--- config.mk ---
export PLATFORM = sky130hd
export DESIGN_NAME = mux_rr_pipe_flat
export DESIGN_NICKNAME = d
export VERILOG_FILES = /design/src/rtl/mux_rr_pipe_if.sv /design/src/rtl/mux_rr_pipe.sv /design/src/flat_wrapper.sv
export SDC_FILE = /design/constraint.sdc
export NUM_CORES = 1
export LEC_CHECK = 0
export BUFFER_PORTS_ARGS = -buffer_cell sky130_fd_sc_hd__buf_2
export CELL_PAD_IN_SITES_DETAIL_PLACEMENT = 0
export CELL_PAD_IN_SITES_GLOBAL_PLACEMENT = 1
export CORE_ASPECT_RATIO = 1.25
export CORE_MARGIN = 2
export CORE_UTILIZATION = 29
export DETAILED_ROUTE_END_ITERATION = 10
export PLACE_DENSITY_LB_ADDON = 0.1
export REMOVE_ABC_BUFFERS = 1
export SLEW_MARGIN = 40
export SYNTH_ARGS = -nofsm -noshare
export SYNTH_HDL_FRONTEND = slang
export SYNTH_SLANG_ARGS = --single-unit
export TNS_END_PERCENT = 30
--- constraint.sdc ---
create_clock -name CLK -period 4.7 [get_ports CLK]
set_clock_uncertainty 0.15 [all_clocks]
set_input_delay 1.175 -clock CLK [delete_from_list [all_inputs] [get_ports CLK]]
set_output_delay 1.175 -clock CLK [all_outputs]
set_load 0.005 [all_outputs]
--- src/rtl/mux_rr_pipe_if.sv ---
// Handshake bundle between the N-channel source side and the single-output mux.
// IN_DATA is flattened: channel i occupies bits [i*WIDTH +: WIDTH].
interface mux_rr_pipe_if #(
  parameter int WIDTH = 32,
  parameter int N     = 8
);
  localparam int SELW = $clog2(N);

  logic                 EN;
  logic                 MODE;
  logic [SELW-1:0]      SEL;
  logic [N*WIDTH-1:0]   IN_DATA;
  logic [N-1:0]         IN_VALID;
  logic [N-1:0]         IN_READY;
  logic [WIDTH-1:0]     OUT_DATA;
  logic [SELW-1:0]      OUT_SEL;
  logic                 OUT_VALID;
  logic                 OUT_READY;
  logic [15:0]          XFER_CNT;

  modport master (
    output EN, MODE, SEL, IN_DATA, IN_VALID, OUT_READY,
    input  IN_READY, OUT_DATA, OUT_SEL, OUT_VALID, XFER_CNT
  );

  modport slave (
    input  EN, MODE, SEL, IN_DATA, IN_VALID, OUT_READY,
    output IN_READY, OUT_DATA, OUT_SEL, OUT_VALID, XFER_CNT
  );
endinterface

--- src/rtl/mux_rr_pipe.sv ---
// N:1 registered mux with per-channel valid/ready, external-select or round-robin
// grant, a single output register and an accepted-transfer counter.
module mux_rr_pipe #(
  parameter int WIDTH = 32,
  parameter int N     = 8
) (
  input  logic         CLK,
  input  logic         RSTn,
  mux_rr_pipe_if.slave bus
);
  localparam int SELW = $clog2(N);

  logic [N-1:0][WIDTH-1:0] din;
  logic [SELW-1:0]         ptr;
  logic [SELW-1:0]         g;
  logic                    gnt_vld;
  logic                    space;
  logic                    accept;
  logic [2*N-1:0]          rot;
  logic [SELW:0]           sum;

  logic [WIDTH-1:0]        out_data;
  logic [SELW-1:0]         out_sel;
  logic                    out_valid;
  logic [15:0]             xfer_cnt;

  assign din   = bus.IN_DATA;
  assign space = !out_valid || bus.OUT_READY;

  // Round-robin scans a doubled valid vector rotated by ptr, so the first set
  // bit at offset k maps back to channel (ptr+k) mod N for any N.
  always_comb begin
    g       = '0;
    gnt_vld = 1'b0;
    sum     = '0;
    rot     = {bus.IN_VALID, bus.IN_VALID} >> ptr;
    if (!bus.MODE) begin
      for (int i = 0; i < N; i++) begin
        if (bus.SEL == SELW'(i) && bus.IN_VALID[i]) begin
          g       = SELW'(i);
          gnt_vld = 1'b1;
        end
      end
    end else begin
      for (int k = N - 1; k >= 0; k--) begin
        if (rot[k]) begin
          sum = {1'b0, ptr} + (SELW+1)'(k);
          if (sum >= (SELW+1)'(N)) sum = sum - (SELW+1)'(N);
          g       = sum[SELW-1:0];
          gnt_vld = 1'b1;
        end
      end
    end
  end

  assign accept = RSTn && bus.EN && space && gnt_vld;

  for (genvar i = 0; i < N; i++) begin : g_rdy
    assign bus.IN_READY[i] = accept && (g == SELW'(i));
  end

  always_ff @(posedge CLK or negedge RSTn) begin
    if (!RSTn) begin
      out_data  <= '0;
      out_sel   <= '0;
      out_valid <= 1'b0;
      xfer_cnt  <= '0;
      ptr       <= '0;
    end else if (accept) begin
      out_data  <= din[g];
      out_sel   <= g;
      out_valid <= 1'b1;
      xfer_cnt  <= xfer_cnt + 16'd1;
      if (bus.MODE) ptr <= (g == SELW'(N-1)) ? '0 : g + 1'b1;
    end else if (space) begin
      out_valid <= 1'b0;
    end
  end

  assign bus.OUT_DATA  = out_data;
  assign bus.OUT_SEL   = out_sel;
  assign bus.OUT_VALID = out_valid;
  assign bus.XFER_CNT  = xfer_cnt;
endmodule

--- src/flat_wrapper.sv ---
// flat-port wrapper written by rule: the top's interface ports become plain ports
module mux_rr_pipe_flat 
#(
  parameter int WIDTH = 32,
  parameter int N     = 8
)
  (CLK, RSTn, bus_EN, bus_MODE, bus_SEL, bus_IN_DATA, bus_IN_VALID, bus_OUT_READY, bus_IN_READY, bus_OUT_DATA, bus_OUT_SEL, bus_OUT_VALID, bus_XFER_CNT);
  mux_rr_pipe_if #(.WIDTH(WIDTH), .N(N)) bus_i ();
  input  logic CLK;
  input  logic RSTn;
  input wire logic [$bits(bus_i.EN)-1:0] bus_EN;
  input wire logic [$bits(bus_i.MODE)-1:0] bus_MODE;
  input wire logic [$bits(bus_i.SEL)-1:0] bus_SEL;
  input wire logic [$bits(bus_i.IN_DATA)-1:0] bus_IN_DATA;
  input wire logic [$bits(bus_i.IN_VALID)-1:0] bus_IN_VALID;
  input wire logic [$bits(bus_i.OUT_READY)-1:0] bus_OUT_READY;
  output wire logic [$bits(bus_i.IN_READY)-1:0] bus_IN_READY;
  output wire logic [$bits(bus_i.OUT_DATA)-1:0] bus_OUT_DATA;
  output wire logic [$bits(bus_i.OUT_SEL)-1:0] bus_OUT_SEL;
  output wire logic [$bits(bus_i.OUT_VALID)-1:0] bus_OUT_VALID;
  output wire logic [$bits(bus_i.XFER_CNT)-1:0] bus_XFER_CNT;
  assign bus_i.EN = bus_EN;
  assign bus_i.MODE = bus_MODE;
  assign bus_i.SEL = bus_SEL;
  assign bus_i.IN_DATA = bus_IN_DATA;
  assign bus_i.IN_VALID = bus_IN_VALID;
  assign bus_i.OUT_READY = bus_OUT_READY;
  assign bus_IN_READY = bus_i.IN_READY;
  assign bus_OUT_DATA = bus_i.OUT_DATA;
  assign bus_OUT_SEL = bus_i.OUT_SEL;
  assign bus_OUT_VALID = bus_i.OUT_VALID;
  assign bus_XFER_CNT = bus_i.XFER_CNT;
  mux_rr_pipe #(.WIDTH(WIDTH), .N(N)) u_core (.CLK(CLK), .RSTn(RSTn), .bus(bus_i));
endmodule
==> metrics <==
GRT Util Overall=between 20% and 30%; I/O Buffers=331; Post-Synthesis Cells=551; num rows=56; Period Utilization, post-route=101%; share of cells above drive strength 1=~57%; core box area=18600 sq um; failing checks=setup timing; Worst setup startpoint=bus_IN_VALID[7]; power per cell area=650 nW/um^2; CTS H-tree depth=2; Worst Path Max Fanout=9; later-pin clock latency in the skew report=0.31 ns; wire length per cell=just under 20 um; Crit Path Category=in2out; WL met2=approximately 12 mm; CTS Buf Count=5; vias in the first global route=just under 6000; Max IR drop VDD=0.000609 V; flop2flop setup slack=0.24 ns; FF-to-FF End=u_core.ptr[0]; Static Leakage=between 0.004 and 0.005 uW; Critical Path RT=~3.4 ns; Hold WC Path Type=reg2reg; Starting Density=29.3%; initial antenna violation count=4; WL final=22.1 mm; maximum number of pins on one net before global-route repair=100; max-slew violation count=0; hpwl dp=16.9 mm; Reg2Reg Launch Point=u_core.ptr[1]; CTS sink cnt=55; worst slew pin tran=0.690 ns; Post-synth top flop=dfrtp_1; cell area after synthesis=5460 sq um; via count=around 5800; MaxCap Viol Count=0; DRC violation count after routing=0; Total Power=5250 uW; asr flop ratio synth=100%; Die X=127 um; CTS tree=built; Final Wtd Congestion=0.892; R2R depth=26; drt first-iter violations=207; total grt overflow=0; Cells after DPL=roughly 1100; Top Layer Used=met5; wire length on met1=8.60 mm; number of synthesized flops with an enable pin=0; share of the yosys chip area belonging to registers=25.2%; area delta synth->final=47.9%; Critical Path AT=approximately 3.4 ns; DIE HEIGHT=157 um; CP endpoint kind=primary output; Netlist cell types=48; Layout Cells excl Fill=~1100; Slew HR=between 50% and 60%; CP startpoint kind=input pin; status=finished with violations; TritonRoute pass-1 iters=4; clock slew at reported path FFs=0.08 ns; Final Hold Viols=0; commonest non-fill, non-tap cells in the layout=buf_2 (326), mux2i_1 (135), mux2_2 (66); Mapped Avg Cell Area=9.91 sq um; global-route wire length before repair=~32 mm; vias per cell=5.07; number of antenna-violating nets in the routed design=0; Syn. warnings=0; die area=20000 sq um; Worst Setup EP=bus_IN_READY[7]; fin crit period=4.75 ns; layout net count=~1200; Setup WS post-layout=-0.0477 ns; met3 WL=between 1 and 1.5 mm; Hold Buf Count CTS=0; # setup viols final=6; io pins=332; clock tree buffer depth=2; CTS root buf=clkbuf_16; RSZ-0062 raised after global routing=true; Yosys reg bits=55; f_max=between 200 and 250 MHz; most common cell after layout, fill and taps aside=buf_2
## worst min-delay path by stage
stage | start | endpoint | slack (ns) | depth (start not counted)
final | u_core.bus.XFER_CNT[15] | u_core.bus.XFER_CNT[15] | 0.31 | 1
after global routing | u_core.bus.OUT_DATA[31] | u_core.bus.OUT_DATA[31] | 0.35 | 2
after CTS | u_core.bus.XFER_CNT[15] | u_core.bus.XFER_CNT[15] | 0.32 | 1
after detailed placement | u_core.bus.XFER_CNT[15] | u_core.bus.XFER_CNT[15] | 0.31 | 1
after global placement | u_core.bus.XFER_CNT[15] | u_core.bus.XFER_CNT[15] | 0.31 | 1
after floorplan | u_core.bus.XFER_CNT[15] | u_core.bus.XFER_CNT[15] | 0.31 | 1
## per-layer routing
layer | GRT usage (%) | up-vias
li1 | - | 2793
met1 | 24.4 | 2779
met2 | 38.2 | 221
met3 | 4.45 | 31
met4 | 6.23 | 2
met5 | 0 | -
## synth_stat cells, types with 2 or more instances
cell type,number,area (sq um)
nand2b_1,4,25.0
ha_1,4,50.1
mux2i_1,142,1420
inv_1,13,48.8
o21ai_1,4,20.0
buf_6,11,124
buf_2,11,55.1
or4_1,2,15.0
o31ai_1,2,15.0
and3_1,5,31.3
a21o_1,3,22.5
o21ai_0,11,55.1
xnor2_1,9,78.8
a2111oi_0,2,17.5
a31oi_1,4,25.0
nor2_1,24,90.1
xor2_1,7,61.3
and2_1,2,12.5
dfrtp_1,55,1380
mux4_2,11,248
mux2_1,4,45.0
clkbuf_1,22,82.6
mux2_2,68,766
a21oi_1,6,30.0
nand4_1,4,25.0
nor3_1,7,35.0
nand3_1,8,40.0
o221ai_1,33,289
nand2_1,54,203
## worst max-delay path, stage by stage
cell and delay, ns:
buf_8 0.11, mux2_4 0.27, a21o_1 0.18, mux4_2 0.49, nand3_2 0.12, nand4_1 0.14, o21a_1 0.22, mux2_4 0.30
inv_4 0.07, ha_4 0.12, and2_1 0.11, buf_2 0.11
## what timing repair did
action	in CTS	in global routing
pin swaps	4	12
gates resized for setup	20	40
buffers inserted	19	11
setup endpoints to repair	8	9
## registers in the layout, indices dropped and copies added (netlist names)
register and count:
u_core.ptr 3, u_core.bus.OUT_VALID 1, u_core.bus.OUT_SEL 3, u_core.bus.OUT_DATA 32
u_core.bus.XFER_CNT 16
## power breakdown
group          leakage, uW  total [uW]  switching [uW]  internal, uW
clock network    0.0000776         411             204           207
logic              0.00350        4020            1880          2140
registers         0.000687         818             160           658
total              0.00427        5250            2240          3010
## cell type report
class	instances	area, sq um
Multi-Input combinational cell	438	3950
Clock inverter	3	33.8
Tap cell	232	290
Inverter	14	55.1
Antenna cell	3	7.51
Timing Repair Buffer	398	2240
Fill cell	1870	10600
Clock buffer	5	125
Sequential cell	55	1380
## metrics by stage
step           utilization [%]  instance area [sq um]  setup TNS (ns)  setup slack, ns  hold WS, ns
6_report                  43.4                   8080          -0.169          -0.0477        0.314
5_1_grt                   43.3                   8070          -0.696           -0.113        0.353
4_1_cts                   42.1                   7850               0           0.0122        0.323
3_5_place_dp              40.2                   7480           -1.04          -0.0964        0.311
3_3_place_gp              40.2                   7480          -0.985           -0.174        0.306
2_1_floorplan                -                   5200         -159.01            -4.21        0.315
## cells by family after synthesis
| family | synth area share (%) |
|---|---|
| AO/OA/AOI/OAI | 10.3 |
| XOR/XNOR | 2.57 |
| adder cells (fa/ha/maj) | 0.916 |
| buffers and inverters | 5.75 |
| flip-flops | 25.2 |
| multiplexers | 45.7 |
| AND/OR/NAND/NOR | 9.60 |
No activity file was read; power rests on OpenSTA's default activity.
